<file path="src/rtl/reg_file_wb_pkg.sv">
// Shared constants and status-vector helpers for the register file / write-back
// stage and the branch logic that consumes its flags.
package reg_file_wb_pkg;

  localparam int WIDTH_DEF = 8;
  localparam int DEPTH_DEF = 8;
  localparam int ADDR_W    = 3;

  // Packed status vector layout shared with the branch unit
  localparam int ZERO_BIT = 0;
  localparam int NEG_BIT  = 1;
  localparam int STAT_W   = 2;

  typedef logic [STAT_W-1:0] status_t;

  function automatic status_t make_status(input logic zero, input logic neg);
    status_t s;
    s           = {STAT_W{1'b0}};
    s[ZERO_BIT] = zero;
    s[NEG_BIT]  = neg;
    return s;
  endfunction

endpackage

</file>
<file path="src/rtl/reg_file_wb_if.sv">
// Write-back / read-port bundle between the datapath (master) and the
// register file (slave).
interface reg_file_wb_if
  import reg_file_wb_pkg::*;
#(
  parameter int WIDTH = WIDTH_DEF,
  parameter int DEPTH = DEPTH_DEF
) ();

  logic [WIDTH-1:0]  IN;
  logic [ADDR_W-1:0] INADDRESS;
  logic              WRITE;
  logic [ADDR_W-1:0] OUT1ADDRESS;
  logic [ADDR_W-1:0] OUT2ADDRESS;
  logic [WIDTH-1:0]  OUT1;
  logic [WIDTH-1:0]  OUT2;
  logic              ZERO;
  logic              NEG;
  logic [DEPTH-1:0]  VALID;
  logic [ADDR_W-1:0] LASTADDR;

  modport master (
    output IN, INADDRESS, WRITE, OUT1ADDRESS, OUT2ADDRESS,
    input  OUT1, OUT2, ZERO, NEG, VALID, LASTADDR
  );

  modport slave (
    input  IN, INADDRESS, WRITE, OUT1ADDRESS, OUT2ADDRESS,
    output OUT1, OUT2, ZERO, NEG, VALID, LASTADDR
  );

endinterface

</file>
<file path="src/rtl/reg_file_wb_flag_reg.sv">
// ZERO/NEG status register with synchronous active-low reset and load enable;
// also instantiated by the branch unit.
module flag_reg
  import reg_file_wb_pkg::*;
(
  input  logic    clk,
  input  logic    rst_n,
  input  logic    en,
  input  status_t d,
  output status_t q
);

  status_t q_r;

  // Status holds ZERO=1/NEG=0 out of reset, loads on enable, otherwise holds
  always_ff @(posedge clk) begin
    if (!rst_n) begin
      q_r <= make_status(1'b1, 1'b0);
    end else if (en) begin
      q_r <= d;
    end else begin
      q_r <= q_r;
    end
  end

  assign q = q_r;

endmodule

</file>
<file path="src/rtl/reg_file_wb.sv">
// Register file and write-back stage: two combinational read ports with optional
// write-through forwarding, one synchronous write port, status flags and VALID mask.
module reg_file_wb
  import reg_file_wb_pkg::*;
#(
  parameter int WIDTH  = WIDTH_DEF,
  parameter int DEPTH  = DEPTH_DEF,
  parameter int BYPASS = 1
) (
  input logic          CLK,
  input logic          RESET,
  reg_file_wb_if.slave bus
);

  localparam logic [ADDR_W:0] DEPTH_C = (ADDR_W+1)'(DEPTH);
  localparam int              SLOTS   = 2**ADDR_W;

  // Full address space is declared; unused slots only ever see the reset value
  logic [WIDTH-1:0]  mem_r [SLOTS];
  logic [DEPTH-1:0]  valid_r;
  logic [DEPTH-1:0]  valid_set_s;
  logic [ADDR_W-1:0] lastaddr_r;
  logic              wr_ok_s;
  status_t           flag_d_s;
  status_t           flag_q_s;
  logic [WIDTH-1:0]  out1_s;
  logic [WIDTH-1:0]  out2_s;

  // Qualified write: out of reset, enabled, and to an implemented register
  always_comb begin
    wr_ok_s = RESET & bus.WRITE & ({1'b0, bus.INADDRESS} < DEPTH_C);
  end

  // One-hot decode of the destination into the VALID mask
  always_comb begin
    valid_set_s = {DEPTH{1'b0}};
    for (int i = 0; i < DEPTH; i++) begin
      valid_set_s[i] = (bus.INADDRESS == ADDR_W'(i));
    end
  end

  // Storage, VALID mask and last-write address
  always_ff @(posedge CLK) begin
    if (!RESET) begin
      for (int i = 0; i < SLOTS; i++) begin
        mem_r[i] <= {WIDTH{1'b0}};
      end
      valid_r    <= {DEPTH{1'b0}};
      lastaddr_r <= {ADDR_W{1'b0}};
    end else if (wr_ok_s) begin
      mem_r[bus.INADDRESS] <= bus.IN;
      valid_r              <= valid_r | valid_set_s;
      lastaddr_r           <= bus.INADDRESS;
    end else begin
      valid_r    <= valid_r;
      lastaddr_r <= lastaddr_r;
    end
  end

  // Flags are computed from the incoming data and captured only on a committed write
  always_comb begin
    flag_d_s = make_status(bus.IN == {WIDTH{1'b0}}, bus.IN[WIDTH-1]);
  end

  flag_reg u_flag_reg (
    .clk   (CLK),
    .rst_n (RESET),
    .en    (wr_ok_s),
    .d     (flag_d_s),
    .q     (flag_q_s)
  );

  // Read port 1: unimplemented address reads 0, forwarding beats storage
  always_comb begin
    out1_s = {WIDTH{1'b0}};
    if ({1'b0, bus.OUT1ADDRESS} >= DEPTH_C) begin
      out1_s = {WIDTH{1'b0}};
    end else if ((BYPASS != 0) && wr_ok_s && (bus.OUT1ADDRESS == bus.INADDRESS)) begin
      out1_s = bus.IN;
    end else begin
      out1_s = mem_r[bus.OUT1ADDRESS];
    end
  end

  // Read port 2: same selection rules as port 1
  always_comb begin
    out2_s = {WIDTH{1'b0}};
    if ({1'b0, bus.OUT2ADDRESS} >= DEPTH_C) begin
      out2_s = {WIDTH{1'b0}};
    end else if ((BYPASS != 0) && wr_ok_s && (bus.OUT2ADDRESS == bus.INADDRESS)) begin
      out2_s = bus.IN;
    end else begin
      out2_s = mem_r[bus.OUT2ADDRESS];
    end
  end

  assign bus.OUT1     = out1_s;
  assign bus.OUT2     = out2_s;
  assign bus.ZERO     = flag_q_s[ZERO_BIT];
  assign bus.NEG      = flag_q_s[NEG_BIT];
  assign bus.VALID    = valid_r;
  assign bus.LASTADDR = lastaddr_r;

endmodule

</file>
<file path="src/flat_wrapper.sv">
// flat-port wrapper written by rule: the top's interface ports become plain ports
module reg_file_wb_flat import reg_file_wb_pkg::*;
#(
  parameter int WIDTH  = WIDTH_DEF,
  parameter int DEPTH  = DEPTH_DEF,
  parameter int BYPASS = 1
)
  (CLK, RESET, bus_IN, bus_INADDRESS, bus_WRITE, bus_OUT1ADDRESS, bus_OUT2ADDRESS, bus_OUT1, bus_OUT2, bus_ZERO, bus_NEG, bus_VALID, bus_LASTADDR);
  reg_file_wb_if #(.WIDTH(WIDTH), .DEPTH(DEPTH)) bus_i ();
  input logic CLK;
  input logic RESET;
  input wire logic [$bits(bus_i.IN)-1:0] bus_IN;
  input wire logic [$bits(bus_i.INADDRESS)-1:0] bus_INADDRESS;
  input wire logic [$bits(bus_i.WRITE)-1:0] bus_WRITE;
  input wire logic [$bits(bus_i.OUT1ADDRESS)-1:0] bus_OUT1ADDRESS;
  input wire logic [$bits(bus_i.OUT2ADDRESS)-1:0] bus_OUT2ADDRESS;
  output wire logic [$bits(bus_i.OUT1)-1:0] bus_OUT1;
  output wire logic [$bits(bus_i.OUT2)-1:0] bus_OUT2;
  output wire logic [$bits(bus_i.ZERO)-1:0] bus_ZERO;
  output wire logic [$bits(bus_i.NEG)-1:0] bus_NEG;
  output wire logic [$bits(bus_i.VALID)-1:0] bus_VALID;
  output wire logic [$bits(bus_i.LASTADDR)-1:0] bus_LASTADDR;
  assign bus_i.IN = bus_IN;
  assign bus_i.INADDRESS = bus_INADDRESS;
  assign bus_i.WRITE = bus_WRITE;
  assign bus_i.OUT1ADDRESS = bus_OUT1ADDRESS;
  assign bus_i.OUT2ADDRESS = bus_OUT2ADDRESS;
  assign bus_OUT1 = bus_i.OUT1;
  assign bus_OUT2 = bus_i.OUT2;
  assign bus_ZERO = bus_i.ZERO;
  assign bus_NEG = bus_i.NEG;
  assign bus_VALID = bus_i.VALID;
  assign bus_LASTADDR = bus_i.LASTADDR;
  reg_file_wb #(.WIDTH(WIDTH), .DEPTH(DEPTH), .BYPASS(BYPASS)) u_core (.CLK(CLK), .RESET(RESET), .bus(bus_i));
endmodule
</file>
<file path="config.mk">
export PLATFORM = sky130hd
export DESIGN_NAME = reg_file_wb_flat
export DESIGN_NICKNAME = d
export VERILOG_FILES = /design/src/rtl/reg_file_wb_pkg.sv /design/src/rtl/reg_file_wb_if.sv /design/src/rtl/reg_file_wb_flag_reg.sv /design/src/rtl/reg_file_wb.sv /design/src/flat_wrapper.sv
export SDC_FILE = /design/constraint.sdc
export NUM_CORES = 1
export LEC_CHECK = 0
export BUFFER_PORTS_ARGS = -buffer_cell sky130_fd_sc_hd__buf_2
export CORE_ASPECT_RATIO = 1.4
export CORE_MARGIN = 2
export CORE_UTILIZATION = 45
export DETAILED_ROUTE_END_ITERATION = 6
export PLACE_DENSITY_LB_ADDON = 0.1
export SETUP_SLACK_MARGIN = 0.2
export SYNTH_ARGS = -nofsm -noshare
export SYNTH_HDL_FRONTEND = slang
export SYNTH_SLANG_ARGS = --single-unit
export TNS_END_PERCENT = 50
</file>
<file path="constraint.sdc">
create_clock -name CLK -period 3 [get_ports CLK]
set_input_delay 0.3 -clock CLK [delete_from_list [all_inputs] [get_ports CLK]]
set_output_delay 0.3 -clock CLK [all_outputs]
set_load 0.05 [all_outputs]
</file>
## Yosys cells after proc, flatten, opt, wreduce, memory -nomap -nowiden

Memory sizes are Yosys's and may differ from the RTL's.
Index checks and enable logic that the tools add are counted.

| storage, ports and cells | value |
|---|---|
| bits in writable memories | 64 |
| output and inout port bits | 29 |
| input port bits | 20 |
| flip-flop bits (word level) | 13 |
| memories | 1 |
| word-level logic and storage cells | 29 |

| cells by class | value |
|---|---|
| reduce and logical (&&, ||, !) cells | 5 |
| equality and inequality tests | 9 |
| bitwise gates (word level) | 2 |
| muxes and demuxes | 9 |

Memories:

| name | depth | bits a word | rd ports | clocked after Yosys merged registers in | wr ports | RTL line | RTL |
|---|---|---|---|---|---|---|---|
| u_core.mem_r | 8 | 8 | 2 | 0 | 8 | reg_file_wb.sv:19 | `logic [WIDTH-1:0] mem_r [SLOTS];` |

Operators with widths:

| kind | number |
|---|---|
| 2-to-1 mux 8 bit | 3 |
| == test 3 bit, second input constant | 4 |
| zero test 8 bit | 1 |
| OR 8 bit | 1 |
| OR reduction 8 bit | 1 |
| == test 3 x 2 -> 1 bit, second input constant | 2 |
| == test 3 bit | 2 |
| 2-to-1 mux 1 bit | 5 |
| == test 3 x 1 -> 1 bit, second input constant | 1 |
| zero test 3 bit | 1 |
| 2-to-1 mux 3 bit | 1 |
| logical AND 1 bit | 2 |
| bitwise AND 1 bit | 1 |

## Longest topological paths before layout

Gate-level depths: netlist (run 1).

| depth | value |
|---|---|
| depth in word-level cells | 6 |
| mapped depth | 5 |
| depth with buffers taken out | 3 |

## Modules after synthesis

A second synthesis (run 1) with hierarchy kept.

| unflattened totals | value |
|---|---|
| cells, all modules | 280 |
| area, all modules | 4234.1 um^2 |

By module, submodules not included:

| module | area each (um^2) | seq. area each (um^2) | cells each | times used |
|---|---|---|---|---|
| reg_file_wb | 4164.0 | 2142.1 | 274 | 1 |
| flag_reg | 70.1 | 40.0 | 6 | 1 |

## Least setup slack after synthesis (run 1)

OpenSTA, ideal clock, no wires.

| timing | value |
|---|---|
| path kind | input -> output |
| start | input bus_OUT2ADDRESS[2] |
| end | output bus_OUT2[0] |
| arrival time | 1846 ps |
| cell stages on the path | 5 |
| setup slack | 854 ps |
| path through | clkbuf_1 -> clkbuf_1 -> mux4_2 -> mux2_2 -> mux2_2 |

| between the ends | value |
|---|---|
| longest elaborated chain between the ends | 3 |
| elaborated cells on any way between the ends | 4 |
| classes of those cells | 1 x eq/ne; 1 x mux; 1 x reduce/logical; 1 x memory |

Ends and longest elaborated chain:

| item | RTL line | RTL |
|---|---|---|
| start, declared | flat_wrapper.sv:16 | `input wire logic [$bits(bus_i.OUT2ADDRESS)-1:0] bus_OUT2ADDRESS;` |
| parallel branches: the longest is 2 deep, another holds memory (8 x 8 bit) | n/a |  |
| 2-to-1 mux 8 bit (*) | reg_file_wb.sv:90 | `end else if ((BYPASS != 0) && wr_ok_s && (bus.OUT2ADDRESS == bus.INADDRESS)) begin` |
| end, declared | flat_wrapper.sv:18 | `output wire logic [$bits(bus_i.OUT2)-1:0] bus_OUT2;` |

Every way passes the cells marked *.

## Worst setup path after layout (run 1)

| timing | value |
|---|---|
| start | input bus_OUT2ADDRESS[0] |
| end | output bus_OUT2[1] |

The elaborated chain is that of the path after synthesis.

==> out/qor_table.md, run 1 <==
| Step | Metric | This run |
|---|---|---|
| status | Result of the run | finished clean |
| finish | Number of diodes | 0 |
| sta | Final Hold Viols | 0 |
| clocking | Clock tree from TritonCTS | yes |
| routing | Final antenna-violating net count | 0 |
| setup path | CP delay by family, top | multiplexers |
| sta | Slew at the pin with the worst max-slew slack | 0.929 ns |
| finish | Fin cells | 446 |
| routing | Routed vias/inst | 5.84 |
| synth | Library cells used by synthesis | 23 |
| setup path | R2r setup slk | 2.39 ns |
| global routing | First-pass GRT wire length | 15,500 microns |
| sta | Tcrit/Tclk final | 81.7% |
| floorplan | Effective utilization at floorplan | 45.6% |
| power | Peak supply drop | 0.448 mV |
| synth | Syn nets | 299 |
| synth | Synthesized area | 0.00426 sq mm |
| clocking | Clock transition at path regs | 0.06 ns |
| sta | F_max | 408 MHz |
| power | Static Leak | 1.91 nW |
| place | Cell area reported after detailed placement | 0.00462 sq mm |
| setup path | Worst Setup Start Kind | primary input |
| floorplan | Area enclosed by the die boundary | 0.0103 sq mm |
| clocking | H-tree depth reported by CTS | 3 |
| synth | Prevailing post-synth register cell | sky130_fd_sc_hd__edfxtp_1 |
| global routing | Grt total ovfl | 0 |
| floorplan | Die Y | 119 microns |
| synth | Most instantiated cells after synthesis | sky130_fd_sc_hd__and2_1, sky130_fd_sc_hd__edfxtp_1, sky130_fd_sc_hd__mux2_2 |
| sta | Setup repair after global routing missed its margin | false |
| clocking | Post-CTS Resized | 0 |
| synth | Part of the Yosys area used for sequential elements | 51.2% |
| place | Half-perimeter wire length of the detailed placement result | 6910 microns |
| run | Max capacitance violation total | 0 |
| global routing | Largest net degree at the start of global routing | 24 |
| floorplan | Horizontal extent of the die | 86.3 microns |
| routing | Routed wirelength normalized by instance count | 23.4 microns |
| setup path | Slowest cell delay on critical path | 0.57 ns |
| floorplan | Core region area | 0.00935 sq mm |
| clocking | Clock insertion delay at the later pin of the skew report | 0.33 ns |
| global routing | Tot GR Track Use | 21.5% |
| finish | Utilization after layout | 52.7% |
| place | Number of I/O port buffers | 48 |
| routing | Aggregate routed wire length | 10,400 microns |
| synth | Synth Instances | 279 |
| setup path | Sort of element at the end of the critical path | output pin |
| clocking | Clk sinks | 77 |
| clocking | Clock buffers created by TritonCTS | 9 |
| clocking | Clock root cell | sky130_fd_sc_hd__clkbuf_16 |
| finish | Area growth from synthesis to final layout | 15.5% |
| synth | Yosys synthesis warning count | 0 |
| routing | Vias after detailed routing | 2,606 |
| clocking | Total of hold buffers inserted after clock tree synthesis | 0 |
| place | Worst slack after detailed placement | 0.526 ns |
| sta | Final Max Slew Viols | 0 |
| place | Global placer's final weighted congestion | 0.804 |
| sta | Setup total negative slack | 0 ns |
| synth | Fraction of registers with async set or reset after synthesis | 0% |
| clocking | CTS max path bufs | 2 |
| setup path | Category of the critical setup timing path | primary input to output pin |
| sta | Min Clock Period, post-route | 2.45 ns |
| setup path | Critical path buffers and inverters | 3 |
| synth | Flops & latches, synth | 77 |
| setup path | Worst Path Required | 2.70 ns |
| sta | Post-route worst hold slack | 0.317 ns |
| clocking | Post-CTS setup buffers | 0 |
| setup path | Critical Path AT | 2.15 ns |
| routing | Drt pass-1 iters | 4 |
| setup path | Worst-path cell chain | buf_2, buf_4, mux4_1, mux2_2, mux2_2, buf_2 |
| sta | Final setup vio count | 0 |
| finish | Design area | 0.00493 sq mm |
| finish | Proportion of layout cells with a drive suffix above 1 | 35.4% |
| routing | Detailed-route DRC error count | 0 |
| synth | Cell accounting for the most synthesized area | sky130_fd_sc_hd__edfxtp_1 |
| synth | Mean cell area of the mapped netlist | 15.3 sq um |
| synth | Share of Yosys cell area claimed by the top area cell type | 45.1% |
| floorplan | I/O Pins | 49 |
| global routing | Antenna violations before repair | 0 |
| sta | Max Clock Skew | 0 ns |
| floorplan | Site row count | 42 |
| sta | Setup ws final | 0.548 ns |
| global routing | Vias in the first global route | 2,590 |
| setup path | Peak fanout along the critical path | 10 |
| worst hold path | Path class of the lowest-slack min-delay path | primary input to flop |
| power | Power density over the cells | 569 mW/mm^2 |
| power | Total power consumption of the routed design | 2.80 mW |
| setup path | Slowest-stage cell, CP | sky130_fd_sc_hd__mux4_1 |
| finish | Net count, final | 351 |
| synth | Number of synthesized flops with an enable pin | 64 |
| routing | Initial DRC count | 171 |
| sta | Slew headroom | 37.9% |
| place | Number of placed instances with taps included | 430 |
| synth | Top cells by area in the synthesized netlist | sky130_fd_sc_hd__edfxtp_1, sky130_fd_sc_hd__mux4_1, sky130_fd_sc_hd__and2_1 |
per-layer routing:
metal | track usage, % | vias to the layer above | part of all wire [%]
met1 | 26.7 | 1319 | 41
met5 | 0 | - | 0
met3 | 4.30 | 17 | 4.3
met2 | 36.7 | 85 | 53
li1 | - | 1185 | -
met4 | 8.11 | 0 | 2.5
report_power, final:
group          switching (mW)  internal, mW
clock network           0.402         0.673
logic                   0.294         0.184
registers              0.0303          1.22
total                   0.726          2.08
path summary, 6_finish.rpt:
| path | startpoint | to | cells past startpoint |
|---|---|---|---|
| max | bus_OUT2ADDRESS[0] | bus_OUT2[1] | 6 |
| min | bus_INADDRESS[1] | u_core.bus.LASTADDR[1] | 3 |
| max reg2reg | u_core.bus.LASTADDR[2] | u_core.bus.LASTADDR[2] | 2 |
| min reg2reg | u_core.bus.VALID[4] | u_core.bus.VALID[4] | 1 |
flip-flops by register name (all words and copies together) (netlist names):
register             flops
u_core.bus.LASTADDR      3
u_core.bus.VALID         8
u_core.mem_r            64
u_core.u_flag_reg.q      2
worst min-delay path, cell delays in order:
cell and delay, ns:
sky130_fd_sc_hd__buf_2 0.14, sky130_fd_sc_hd__mux2i_1 0.09, sky130_fd_sc_hd__nor2b_1 0.09
final cells by class:
class,instances,area (sq um)
Timing Repair Buffer,64,360
Sequential cell,77,2180
Fill cell,813,4430
Clock inverter,3,15.0
Clock buffer,13,292
Multi-Input combinational cell,179,1940
Tap cell,110,138
cells in the final DEF (no fill, tap or decap):
cell type,netlist,routed
sky130_fd_sc_hd__nor3_1,2,2
sky130_fd_sc_hd__nor4_4,2,2
sky130_fd_sc_hd__clkinv_2,0,3
sky130_fd_sc_hd__nor2_1,6,6
sky130_fd_sc_hd__and2_1,64,64
sky130_fd_sc_hd__nor2b_1,4,4
sky130_fd_sc_hd__mux4_2,5,5
sky130_fd_sc_hd__mux2_2,32,32
sky130_fd_sc_hd__nand3_1,3,3
sky130_fd_sc_hd__edfxtp_1,64,64
sky130_fd_sc_hd__buf_2,1,48
sky130_fd_sc_hd__clkbuf_16,0,10
sky130_fd_sc_hd__o21a_1,8,8
sky130_fd_sc_hd__nand3b_1,1,1
sky130_fd_sc_hd__nor4_1,2,2
sky130_fd_sc_hd__dfxtp_1,13,13
sky130_fd_sc_hd__nand2_1,2,2
sky130_fd_sc_hd__clkbuf_8,0,3
sky130_fd_sc_hd__nand2b_1,5,5
sky130_fd_sc_hd__o21ai_0,6,6
sky130_fd_sc_hd__mux2i_1,4,4
sky130_fd_sc_hd__xor2_1,6,6
sky130_fd_sc_hd__buf_4,0,16
sky130_fd_sc_hd__mux4_1,27,27
cells by family after synthesis:
logic type / share of synthesized area, %
DFF: 51.2
and+or+nand+nor: 13.5
AOI/OAI and AO/OA: 2.11
muxes: 28.7
xor gates and xnor gates: 1.23
buffers and inverters: 3.34
Note: power is estimated with default switching activity, not from simulation.
==> inputs of run 2 (changes only) <==
Clock period 3 ns to 2.55 ns, I/O delays scaled along.
==> out/qor_table.md, run 2 (synthesis results as in run 1) <==
| Step | Metric | This run |
|---|---|---|
| status | Result of the run | finished clean |
| setup path | Path depth of the worst reg2reg path | 2 |
| finish | Flip-flop count of the largest register after layout | 64 |
| routing | Aggregate routed wire length | 10,300 microns |
| power | Peak supply drop | 0.365 mV |
| routing | Routed vias/inst | 5.67 |
| floorplan | Core region area | 0.00935 sq mm |
| global routing | Grt total ovfl | 0 |
| finish | Number of fillers in the final layout | 788 |
| floorplan | Horizontal extent of the die | 86.3 microns |
| global routing | Antenna violations before repair | 0 |
| setup path | Critical Path AT | 2.01 ns |
| routing | Final antenna-violating net count | 0 |
| global routing | First-pass GRT wire length | 15,700 microns |
| clocking | Post-CTS setup buffers | 0 |
| global routing | Tot GR Track Use | 21.5% |
| global routing | Largest net degree at the start of global routing | 24 |
| routing | Vias after detailed routing | 2,598 |
| finish | Register name with the most flops | u_core.mem_r |
| clocking | Clock transition at path regs | 0.06 ns |
| finish | Fin cells | 458 |
| routing | Routed wirelength normalized by instance count | 22.5 microns |
| clocking | CTS max path bufs | 2 |
| setup path | Category of the critical setup timing path | flop to output pin |
| routing | Initial DRC count | 193 |
| routing | Detailed-route DRC error count | 0 |
| place | Half-perimeter wire length of the detailed placement result | 7330 microns |
| sta | Max Clock Skew | 0 ns |
| clocking | H-tree depth reported by CTS | 3 |
| sta | Slew headroom | 50.2% |
| finish | Area growth from synthesis to final layout | 18.9% |
| setup path | Worst Path Required | 2.30 ns |
| floorplan | Die Y | 119 microns |
| floorplan | Effective utilization at floorplan | 45.6% |
| clocking | Clk sinks | 77 |
| finish | Net count, final | 363 |
| place | Global placer's final weighted congestion | 0.819 |
| clocking | Clock tree from TritonCTS | yes |
| sta | Post-route worst hold slack | 0.288 ns |
| setup path | Sort of element at the end of the critical path | output pin |
| power | Power density over the cells | 681 mW/mm^2 |
| finish | Number of diodes | 0 |
| clocking | Post-CTS Resized | 0 |
| floorplan | Site row count | 42 |
| sta | F_max | 442 MHz |
| finish | Utilization after layout | 54.2% |
| sta | Slew at the pin with the worst max-slew slack | 0.740 ns |
| floorplan | I/O Pins | 49 |
| place | Number of placed instances with taps included | 442 |
| run | Max capacitance violation total | 0 |
| sta | Tcrit/Tclk final | 88.7% |
| clocking | Total of hold buffers inserted after clock tree synthesis | 0 |
| floorplan | Area enclosed by the die boundary | 0.0103 sq mm |
| clocking | Clock root cell | sky130_fd_sc_hd__clkbuf_16 |
| worst hold path | Path class of the lowest-slack min-delay path | primary input to flop |
| sta | Setup ws final | 0.288 ns |
| clocking | Clock insertion delay at the later pin of the skew report | 0.33 ns |
| sta | Setup repair after global routing missed its margin | false |
| place | Worst slack after detailed placement | 0.340 ns |
| worst hold path | Min-Delay Path Depth | 3 |
| sta | Final setup vio count | 0 |
| sta | Setup total negative slack | 0 ns |
| power | Static Leak | 2.00 nW |
| place | Number of I/O port buffers | 48 |
| routing | Drt pass-1 iters | 4 |
| sta | Min Clock Period, post-route | 2.26 ns |
| sta | Final Max Slew Viols | 0 |
| global routing | Vias in the first global route | 2,642 |
| setup path | Worst Setup Start Kind | flop |
| setup path | Peak fanout along the critical path | 2 |
| finish | Commonest cells after routing, fill and taps aside | sky130_fd_sc_hd__and2_1, sky130_fd_sc_hd__edfxtp_1, sky130_fd_sc_hd__buf_2 |
| sta | Final Hold Viols | 0 |
| finish | Proportion of layout cells with a drive suffix above 1 | 37.4% |
| clocking | Clock buffers created by TritonCTS | 9 |
-- run 2: cell types whose count changed in the layout (fill, tap and decap cells not counted), sizes merged --
cell,change
buf,+12
bufinv,+2
clkbuf,-1
clkinv,-1
-- run 2: routing by layer --
layer | track usage [%] | share of wire, % | vias up
met5 | 0 | 0 | -
met4 | 9.67 | 2.3 | 0
met3 | 2.08 | 2.8 | 17
met2 | 36.4 | 52 | 63
met1 | 27.9 | 43 | 1312
li1 | - | - | 1206
-- run 2: stage by stage --
step / power, mW / area (sq um)
2_1_floorplan: 1.92 / 4260
3_3_place_gp: 2.07 / 4730
3_5_place_dp: 2.08 / 4730
4_1_cts: 3.48 / 5070
5_1_grt: 3.56 / 5070
6_report: 3.45 / 5070
-- run 2: worst paths after layout --
| kind | from | end | slack (ns) |
|---|---|---|---|
| worst max-delay path | u_core.mem_r[0][7] | bus_OUT2[7] | 0.29 |
| worst min-delay path | bus_INADDRESS[1] | u_core.bus.LASTADDR[1] | 0.29 |
| worst min register to register | u_core.bus.VALID[4] | u_core.bus.VALID[4] | 0.46 |
| worst max register to register | u_core.bus.LASTADDR[2] | u_core.bus.LASTADDR[2] | 1.95 |
-- run 2: worst max-delay path, stage by stage, from the launching register on --
cell and delay, ns:
sky130_fd_sc_hd__edfxtp_1 0.40, sky130_fd_sc_hd__mux4_1 0.52, sky130_fd_sc_hd__mux2_2 0.27, sky130_fd_sc_hd__mux2_2 0.27
sky130_fd_sc_hd__buf_2 0.21
-- run 2: cell type report --
type	instances	area, sq um	area share [%]
Sequential cell	77	2180	43.0
Clock inverter	4	68.8	1.36
Timing Repair Buffer	76	475	9.38
Multi-Input combinational cell	179	1940	38.3
Tap cell	110	138	2.71
Clock buffer	12	267	5.26
-- run 2: power by group --
part	internal, mW	total (mW)	switching [mW]	leakage [nW]
clock network	0.931	1.40	0.473	0.166
logic	0.227	0.573	0.346	1.11
registers	1.44	1.47	0.0369	0.719
==> inputs of run 3 (changes only) <==
Settings changed: BUFFER_PORTS_ARGS -buffer_cell sky130_fd_sc_hd__buf_2 to not set, CTS_BUF_LIST set to sky130_fd_sc_hd__clkbuf_8, DONT_BUFFER_PORTS set to 1.
==> out/qor_table.md, run 3 (synthesis results as in run 1) <==
| Step | Metric | This run |
|---|---|---|
| clocking | Clock transition at path regs | 0.08 ns |
| sta | F_max | 455 MHz |
| finish | Number of fillers in the final layout | 832 |
| place | Number of placed instances with taps included | 382 |
| finish | Total area of multi-input combinational cells | 0.00194 sq mm |
| power | Peak supply drop | 0.302 mV |
| routing | Initial DRC count | 222 |
| floorplan | Effective utilization at floorplan | 45.6% |
| finish | Net count, final | 304 |
| setup path | Startpoint of the most critical register-to-register path | u_core.bus.LASTADDR[0] |
| place | Global placer's final weighted congestion | 0.780 |
| clocking | Clock tree from TritonCTS | yes |
| global routing | Vias in the first global route | 2,465 |
| finish | Fin cells | 399 |
| power | Power density over the cells | 610 mW/mm^2 |
| floorplan | Core region area | 0.00935 sq mm |
| clocking | Clk sinks | 77 |
| setup path | Worst Path Required | 2.30 ns |
| clocking | Clock root cell | sky130_fd_sc_hd__clkbuf_8 |
| sta | Max Clock Skew | 0 ns |
| finish | Proportion of layout cells with a drive suffix above 1 | 23.9% |
| sta | Final setup vio count | 0 |
| routing | Routed wirelength normalized by instance count | 25.9 microns |
| run | Max capacitance violation total | 0 |
| sta | Setup total negative slack | 0 ns |
| sta | Min Clock Period, post-route | 2.20 ns |
| status | Result of the run | finished clean |
| floorplan | I/O Pins | 49 |
| sta | Tcrit/Tclk final | 86.2% |
| routing | Vias after detailed routing | 2,380 |
| global routing | Largest net degree at the start of global routing | 18 |
| routing | Drt pass-1 iters | 4 |
| setup path | Start point of the critical path | u_core.mem_r[6][2] |
| global routing | First-pass GRT wire length | 15,300 microns |
| worst hold path | Path class of the lowest-slack min-delay path | primary input to flop |
| clocking | CTS max path bufs | 2 |
| routing | Final antenna-violating net count | 0 |
| setup path | Critical Path AT | 1.94 ns |
| global routing | Grt total ovfl | 0 |
| power | Static Leak | 1.67 nW |
| place | Number of I/O port buffers | 0 |
| routing | Aggregate routed wire length | 10,300 microns |
| global routing | Tot GR Track Use | 21.4% |
| sta | Slew headroom | 58.6% |
| sta | Final Max Slew Viols | 0 |
| finish | Commonest cells after routing, fill and taps aside | sky130_fd_sc_hd__and2_1, sky130_fd_sc_hd__edfxtp_1, sky130_fd_sc_hd__mux2_2 |
| finish | Area growth from synthesis to final layout | 7.42% |
| sta | Setup repair after global routing missed its margin | false |
| setup path | Path depth of the worst reg2reg path | 2 |
| finish | Register name with the most flops | u_core.mem_r |
| floorplan | Horizontal extent of the die | 86.3 microns |
| setup path | Worst Setup Start Kind | flop |
| sta | Final Hold Viols | 0 |
| floorplan | Site row count | 42 |
| setup path | Peak fanout along the critical path | 2 |
| finish | Area of all sequential standard cells | 0.00218 sq mm |
| clocking | H-tree depth reported by CTS | 3 |
| finish | Flip-flop count of the largest register after layout | 64 |
| routing | Routed vias/inst | 5.96 |
| power | Total power consumption of the routed design | 2.79 mW |
| clocking | Clock insertion delay at the later pin of the skew report | 0.36 ns |
| clocking | Post-CTS setup buffers | 0 |
| finish | Design area | 0.00458 sq mm |
| setup path | R2r setup slk | 1.59 ns |
| setup path | End of the critical path | bus_OUT2[2] |
| clocking | Post-CTS Resized | 0 |
| sta | Slew at the pin with the worst max-slew slack | 0.622 ns |
| floorplan | Die Y | 119 microns |
| setup path | Sort of element at the end of the critical path | output pin |
| floorplan | Area enclosed by the die boundary | 0.0103 sq mm |
| routing | Detailed-route DRC error count | 0 |
| finish | Number of diodes | 0 |
| place | Half-perimeter wire length of the detailed placement result | 6570 microns |
| setup path | Endpoint of the lowest-slack register-to-register path | u_core.bus.LASTADDR[0] |
| global routing | Antenna violations before repair | 0 |
| place | Cell area reported after detailed placement | 0.00438 sq mm |
| clocking | Total of hold buffers inserted after clock tree synthesis | 1 |
| setup path | Category of the critical setup timing path | flop to output pin |
| clocking | Clock buffers created by TritonCTS | 9 |
-- run 3: power by group --
part           switching, mW  internal (mW)
clock                  0.424          0.452
sequential            0.0609           1.43
combinational          0.244          0.178
total                  0.729           2.06
-- run 3: metrics by stage --
| stage | hold WS [ns] | setup slack, ns | util (%) |
|---|---|---|---|
| 2_1_floorplan | 0.425 | 0.494 | - |
| 3_3_place_gp | 0.334 | 0.711 | 46.8 |
| 3_5_place_dp | 0.339 | 0.710 | 46.8 |
| 4_1_cts | 0.000417 | 0.334 | 49.0 |
| 5_1_grt | 0.0157 | 0.299 | 49.0 |
| 6_report | 0.0154 | 0.351 | 49.0 |
-- run 3: worst max-delay path, stage by stage (launching register included) --
cell	delay, ns
sky130_fd_sc_hd__edfxtp_1	0.42
sky130_fd_sc_hd__mux4_1	0.50
sky130_fd_sc_hd__mux2_2	0.28
sky130_fd_sc_hd__mux2_2	0.39
-- run 3: area by class of cell --
class                      count  area share [%]
tap                          110            3.00
sequential                    77            47.6
timing repair buffer          17            2.84
clock inverter                 3           0.273
multi-input combinational    179            42.3
clock buffer                  13            3.91
-- run 3: how the worst min path moves through the flow --
stage                startpoint                      to  slack [ns]  depth (start not counted)
2_1_floorplan  bus_INADDRESS[1]  u_core.bus.LASTADDR[1]        0.42                          2
3_3_place_gp              RESET  u_core.u_flag_reg.q[0]        0.33                          1
3_5_place_dp              RESET  u_core.u_flag_reg.q[0]        0.34                          1
4_1_cts                   RESET     u_core.bus.VALID[7]      0.0004                          1
5_1_grt                   RESET  u_core.u_flag_reg.q[1]        0.02                          1
6_report                  RESET     u_core.bus.VALID[7]        0.02                          1
-- run 3: routing by layer --
layer | global-route usage [%] | up-vias | wire length, microns
li1 | - | 1083 | -
met1 | 27.4 | 1199 | 3990
met2 | 35.9 | 86 | 5520
met3 | 4.37 | 12 | 688
met4 | 7.52 | 0 | 152
met5 | 0 | - | 0
